==> src/rtl/freq_range_ctrl.sv <==
// Frequency-meter measurement sequencer with auto-ranging of the gate reference.
// Sequences clear / gate / latch and steps the range up on overflow, down on repeated leading-zero readings.
module freq_range_ctrl #(
    parameter int unsigned TO_W = 24
) (
    input  logic       CP,
    input  logic       nCR,
    input  logic       Gate_ref,
    input  logic       Auto,
    input  logic [1:0] F_man,
    input  logic       Ovf,
    input  logic       Msd_zero,
    output logic [1:0] F_sel,
    output logic       Clr_cnt,
    output logic       Gate_EN,
    output logic       Latch,
    output logic       Range_chg,
    output logic       Err
);

    localparam logic [TO_W-1:0] TO_MAX = '1;

    typedef enum logic [1:0] {
        CLEAR     = 2'd0,
        WAIT_RISE = 2'd1,
        GATE      = 2'd2,
        EVAL      = 2'd3
    } state_t;

    state_t          state, state_n;
    logic            s1, s2, s3;
    logic            rise;
    logic [TO_W-1:0] to_cnt, to_cnt_n;
    logic            ovf_seen, ovf_seen_n;
    logic            dn_pend, dn_pend_n;
    logic [1:0]      f_sel_n;
    logic            clr_n, gate_n, latch_n, rchg_n, err_n;
    logic            timeout;

    // Reference edge detect after a two-flop synchronizer.
    assign rise    = s2 & ~s3;
    assign timeout = (to_cnt == TO_MAX);

    always_ff @(posedge CP or negedge nCR) begin
        if (!nCR) begin
            s1 <= 1'b0;
            s2 <= 1'b0;
            s3 <= 1'b0;
        end else begin
            s1 <= Gate_ref;
            s2 <= s1;
            s3 <= s2;
        end
    end

    always_ff @(posedge CP or negedge nCR) begin
        if (!nCR) begin
            state     <= CLEAR;
            to_cnt    <= '0;
            ovf_seen  <= 1'b0;
            dn_pend   <= 1'b0;
            F_sel     <= 2'd0;
            Clr_cnt   <= 1'b0;
            Gate_EN   <= 1'b0;
            Latch     <= 1'b0;
            Range_chg <= 1'b0;
            Err       <= 1'b0;
        end else begin
            state     <= state_n;
            to_cnt    <= to_cnt_n;
            ovf_seen  <= ovf_seen_n;
            dn_pend   <= dn_pend_n;
            F_sel     <= f_sel_n;
            Clr_cnt   <= clr_n;
            Gate_EN   <= gate_n;
            Latch     <= latch_n;
            Range_chg <= rchg_n;
            Err       <= err_n;
        end
    end

    // Next state plus next values of every registered output.
    always_comb begin
        state_n    = state;
        to_cnt_n   = to_cnt;
        ovf_seen_n = ovf_seen;
        dn_pend_n  = dn_pend;
        f_sel_n    = F_sel;
        clr_n      = 1'b0;
        gate_n     = 1'b0;
        latch_n    = 1'b0;
        rchg_n     = 1'b0;
        err_n      = Err;

        case (state)
            CLEAR: begin
                clr_n      = 1'b1;
                ovf_seen_n = 1'b0;
                to_cnt_n   = '0;
                if (!Auto) begin
                    f_sel_n   = F_man;
                    dn_pend_n = 1'b0;
                end
                state_n = WAIT_RISE;
            end
            WAIT_RISE: begin
                if (timeout) begin
                    err_n   = 1'b1;
                    state_n = CLEAR;
                end else if (rise) begin
                    to_cnt_n = '0;
                    state_n  = GATE;
                end else begin
                    to_cnt_n = to_cnt + TO_W'(1);
                end
            end
            GATE: begin
                gate_n     = 1'b1;
                ovf_seen_n = ovf_seen | Ovf;
                if (timeout) begin
                    err_n   = 1'b1;
                    state_n = CLEAR;
                end else if (rise) begin
                    state_n = EVAL;
                end else begin
                    to_cnt_n = to_cnt + TO_W'(1);
                end
            end
            EVAL: begin
                state_n = CLEAR;
                if (Auto && ovf_seen && (F_sel != 2'd3)) begin
                    f_sel_n   = F_sel + 2'd1;
                    rchg_n    = 1'b1;
                    dn_pend_n = 1'b0;
                end else if (Auto && !ovf_seen && Msd_zero && (F_sel != 2'd0) && dn_pend) begin
                    f_sel_n   = F_sel - 2'd1;
                    rchg_n    = 1'b1;
                    dn_pend_n = 1'b0;
                end else if (Auto && !ovf_seen && Msd_zero && (F_sel != 2'd0)) begin
                    // First qualifying low reading only arms the down step.
                    dn_pend_n = 1'b1;
                    latch_n   = 1'b1;
                    err_n     = 1'b0;
                end else begin
                    dn_pend_n = 1'b0;
                    latch_n   = 1'b1;
                    err_n     = 1'b0;
                end
            end
            default: state_n = CLEAR;
        endcase
    end

endmodule
==> config.mk <==
export PLATFORM = sky130hd
export DESIGN_NAME = freq_range_ctrl
export DESIGN_NICKNAME = d
export VERILOG_FILES = /design/src/rtl/freq_range_ctrl.sv
export SDC_FILE = /design/constraint.sdc
export NUM_CORES = 1
export LEC_CHECK = 0
export CORE_ASPECT_RATIO = 1.25
export CORE_MARGIN = 10
export CORE_UTILIZATION = 35
export CTS_BUF_LIST = sky130_fd_sc_hd__clkbuf_8
export DETAILED_ROUTE_END_ITERATION = 16
export MAX_ROUTING_LAYER = met4
export PLACE_DENSITY = 0.53
export SYNTH_ARGS = -nofsm -noshare
export SYNTH_HDL_FRONTEND = slang
export SYNTH_SLANG_ARGS = --single-unit
export TNS_END_PERCENT = 5
==> constraint.sdc <==
create_clock -name CP -period 2.9 [get_ports CP]
set_input_delay 0.29 -clock CP [delete_from_list [all_inputs] [get_ports CP]]
set_output_delay 0.29 -clock CP [all_outputs]
set_load 0.02 [all_outputs]
Word-level counts from Yosys, hierarchy flattened --
Index checks and enable logic that the tools add are counted.
Cells by class: add/subtract/negate cells 3, eq/ne operators 15, muxes and demuxes 32, bitwise logic cells 3, reduce and logical (&&, ||, !) cells 19
Operators with widths (count):
- $mux 24 | 4
- $pmux 24 s3 | 1
- $add 24x1->24 const B | 1
- $eq 24x24->1 const B | 1
- $mux 1 | 15
- $mux 2 | 7
- $ne 2x2->1 const B | 7
- $ne 3x3->1 const B | 3
- $pmux 2 s4 | 1
- $reduce_and 4->1 | 2
- $reduce_bool 2->1 | 4
- $logic_and 1x1->1 | 6
- $pmux 1 s2 | 3
- $eq 2x2->1 const B | 2
- $pmux 2 s2 | 1
- $reduce_and 2->1 | 2
- $reduce_and 3->1 | 1
- $reduce_bool 3->1 | 1
- $add 2x1->2 const B | 1
- $eq 2x1->1 const B | 1
- $logic_not 2->1 | 1
- $ne 2x1->1 const B | 1
- $reduce_or 2->1 | 1
- $sub 2x1->2 const B | 1
- other kinds (4) | 4
Word-level totals: flip-flop bits (word level) 38, input port bits 8, output and inout port bits 7, word-level logic and storage cells 85

Longest topological paths before layout --
word-level depth 8, gate-level depth with buffers 8

Least setup slack after synthesis --
Ideal clock, no wire load.
path type flip-flop to flip-flop, start reg to_cnt[0], end reg to_cnt[17], data arrival time 1.743 ns, data required time 2.773 ns, slack 1.030 ns, cell stages (with the launch flop) 8, buffers on the path 1, cells stage by stage dfrtp_1 ha_1 nand3_1 nor4_4 a31oi_1 buf_2 a41oi_1 o21ai_1
On the way: word-level cells in the longest chain between the ends 4, elaborated cells between the ends (all ways) 10, those cells by class add/sub: 1; eq/ne: 3; mux: 5; reduce/logical: 1
RTL lines:
- from (decl) | RTL line 33 | logic [TO_W-1:0] to_cnt, to_cnt_n;
- from (signal assigned) | RTL line 70 | to_cnt <= to_cnt_n;
- $add 24x1->24 | RTL line 114, 126
- $mux 24 (on tied branches) | RTL line 123, 110
- $mux 24 (on tied branches) | RTL line 120, 107
- $pmux 24 s3 | RTL line 95 | case (state)
Several ways; a longest one is shown, not always the timed one. The select of a mux whose other input is x is not followed. A chain may end at the register's enable or synchronous reset.

Worst setup path after layout --
start reg to_cnt[16], end reg to_cnt[3]
On the way: word-level cells in the longest chain between the ends 3, elaborated cells between the ends (all ways) 4, those cells by class eq/ne: 3; reduce/logical: 1
RTL lines:
- $eq 24x24->1 * | RTL line 42 | assign timeout = (to_cnt == TO_MAX);
- $ne 2x2->1 (no line)
- $reduce_and 4->1 (no line) *
Every way passes the cells marked *; elsewhere a longest branch is shown, timed or not.

==> results.sh <==
export IMPL_postCtsHoldBufs=0
export IMPL_critPathKind="reg2reg"
export IMPL_register_area_sq_um=951
export IMPL_cp_end_kind="flop"
export IMPL_cts_resized=0
export IMPL_grt_overflow=0
export IMPL_post_route_min_period_ps=2450
export IMPL_clkTransAtPathRegs_ps=80
export IMPL_p_clk_frac=0.224
export IMPL_synth_fp_nets=240
export IMPL_post_dp_hpwl_um=3220
export IMPL_tns_ps=0
export IMPL_synth_warnings=0
export IMPL_ir_worst_vdd_v=0.000433
export IMPL_grt_antenna_before_repair=0
export IMPL_vias=1748
export IMPL_synth_async_reset_ratio=1.00
export IMPL_hold_viol=0
export IMPL_htreeDepth=2
export IMPL_synthCells=227
export IMPL_seq_area_frac_synth=0.456
export IMPL_startpoint="to_cnt[16]"
export IMPL_drive_gt1_frac=0.0795
export IMPL_num_rows=31
export IMPL_synth_top_area_share=0.456
export IMPL_clock_sinks=38
export IMPL_gp_congestion=0.758
export IMPL_synth_common_cells="dfrtp_1 (38), nand2_1 (27), a31oi_1 (26)"
export IMPL_ys_top_cells_by_area="dfrtp_1 (46%), a31oi_1 (7.8%), nand2_1 (4.9%)"
export IMPL_rsz0062_at_grt="false"
export IMPL_slew_headroom=0.225
export IMPL_yosysTopAreaCell="dfrtp_1"
export IMPL_worst_pin_slew_ps=1160
export IMPL_fin_total_pwr_mw=2.00
export IMPL_cap_viol_max_count=0
export IMPL_multiInputGateArea_sq_mm=0.00103
export IMPL_root_buffer="clkbuf_8"
export IMPL_power_density_mw_per_mm2=840
export IMPL_p_int_mw=1.16
export IMPL_largest_reg_flops=24
export IMPL_fin_crit_sh=0.844
export IMPL_holdCritPathClass="in2async"
export IMPL_synth_ff_type="dfrtp_1"
export IMPL_initial_core_util=0.360
export IMPL_comb_power_share=0.435
export IMPL_cts_tree="done"
export IMPL_post_cts_buffers=0
export IMPL_core_sq_mm=0.00578
export IMPL_io_buffer_count=14
export IMPL_avgRoutedWirePerCell_um=15.8
export IMPL_postRouteAntennaNets=0
export IMPL_report_final_setup_viol=0
export IMPL_syn_avg_cell_area_sq_um=9.18
export IMPL_instances_no_fill=305
export IMPL_fin_skew_ps=6.39
export IMPL_synth_seq_cells=38
export IMPL_area_growth_pct=14.4
export IMPL_switchingPower_mw=0.845
export IMPL_firstDrtPassIters=4
export IMPL_clock_path_buffers=2
export IMPL_cts_buffers=5
export IMPL_io_pins=15
export IMPL_crit_reg2reg_launch="to_cnt[16]"
export IMPL_status="complete, no violations"
export IMPL_syn_area_sq_mm=0.00208
export IMPL_grt_max_degree=39
export IMPL_nFillCells=578
export IMPL_reg_largest_list="to_cnt x24, F_sel x2, state x2"
export IMPL_final_max_slew_viol_count=0
export IMPL_post_place_cells=297
export IMPL_leakage_nw=1.02
export IMPL_cpPeakStageDelay_ps=970
export IMPL_grt_pass1_wl_um=8250
export IMPL_post_synth_top_count_cell="dfrtp_1"
export IMPL_grt_pass1_vias=1686
export IMPL_die_w_um=89.0
export IMPL_worst_ep_required_time_ps=3120
export IMPL_drt_total_wl_um=4830
export IMPL_cp_max_fo=23
export IMPL_cpMaxStageDelayCell="a31oi_2"
export IMPL_crit_chain="and4_1 > and3_1 > a31oi_2 > buf_4 > a21oi_1 > a31oi_1"
export IMPL_synth_edff_count=0
export IMPL_die_area_sq_mm=0.00946
export IMPL_swShare=0.422
export IMPL_synthDistinctLibCells=41
export IMPL_finalHoldWorstSlack_ps=103
export IMPL_arrival_ps=2660
export IMPL_antenna_cells=0
export IMPL_clk_latency_ps=290
export IMPL_clock_fmax_ghz=0.408
export IMPL_track_usage=0.110
export IMPL_nets=251
export IMPL_power_frac_seq=0.341
export IMPL_cp_start_kind="flop"
export IMPL_dr_first_iter_drc_count=107
export IMPL_routed_via_density=5.73
export IMPL_largest_register="to_cnt"
export IMPL_die_y_um=106
export IMPL_drc=0
## per-layer routing
metal / GRT usage / vias up / part of all wire
li1: - / 877 / -
met1: 0.132 / 844 / 0.46
met2: 0.178 / 22 / 0.49
met3: 0.0275 / 5 / 0.046
met4: 0.0308 / 0 / 0.0097
met5: - / - / 0
## critical path: cells and delay by family, from the launching register on
kind | cells | cell delay [ps]
compound gates | 3 | 1160
buf+inv | 1 | 240
flops | 1 | 430
simple gates | 2 | 540
## cell type report
cell class / count / area share
Multi-Input combinational cell: 162 / 0.431
Clock inverter: 3 / 0.0168
Sequential cell: 38 / 0.399
Tap cell: 66 / 0.0347
Inverter: 13 / 0.0205
Clock buffer: 5 / 0.0289
Timing Repair Buffer: 18 / 0.0693
## layout by cell type (no fill, tap or decap), drive strengths merged, types with 2 or more instances in the layout
master	n
and3	7
or3	2
and2	2
o31ai	2
buf	5
clkbuf	5
nor4	4
o21ai	14
nand4	6
clkdlybuf4s50	13
nand2	27
o2bb2ai	3
a21oi	12
nand3	9
ha	5
a41oi	9
and4	4
o22ai	2
mux2i	3
dfrtp	38
inv	13
nor2	12
clkinv	2
a31oi	26
## path summary, 6_finish.rpt
check,to,slack (ps),cells after the start
min in group CP,s2,360,0
setup / recovery,to_cnt[3],450,6
hold reg to reg,s2,360,0
max in group asynchronous,to_cnt[11],2250,1
setup reg to reg,to_cnt[3],450,6
hold / removal,s3,100,1
## per-stage QoR
stage          worst slack [ps]  area, sq um  utilization
6_report                    452         2380        0.412
3_3_place_gp                520         2270        0.393
2_1_floorplan              1030         2080            -
4_1_cts                     464         2380        0.412
5_1_grt                     222         2380        0.412
3_5_place_dp                473         2270        0.393
## logic make-up (layout without fill, tap and decap cells)
kind of cell / count (synthesis) / after routing / share of synthesized area
AND/OR/NAND/NOR: 75 / 75 / 0.198
AO/OA/AOI/OAI: 79 / 79 / 0.247
buffers and inverters: 27 / 39 / 0.0541
adder cells (fa/ha/maj): 5 / 5 / 0.0300
flip-flops: 38 / 38 / 0.456
multiplexers: 3 / 3 / 0.0144
## power by group through the flow
stage / logic, mW / registers [mW] / clock network (mW)
after global routing: 0.979 / 0.700 / 0.486
after global placement: 0.879 / 0.693 / 0
after floorplan: 0.604 / 0.697 / 0
after CTS: 0.887 / 0.682 / 0.466
final: 0.871 / 0.683 / 0.449
after detailed placement: 0.883 / 0.693 / 0
(Power assumes the default switching activity.)
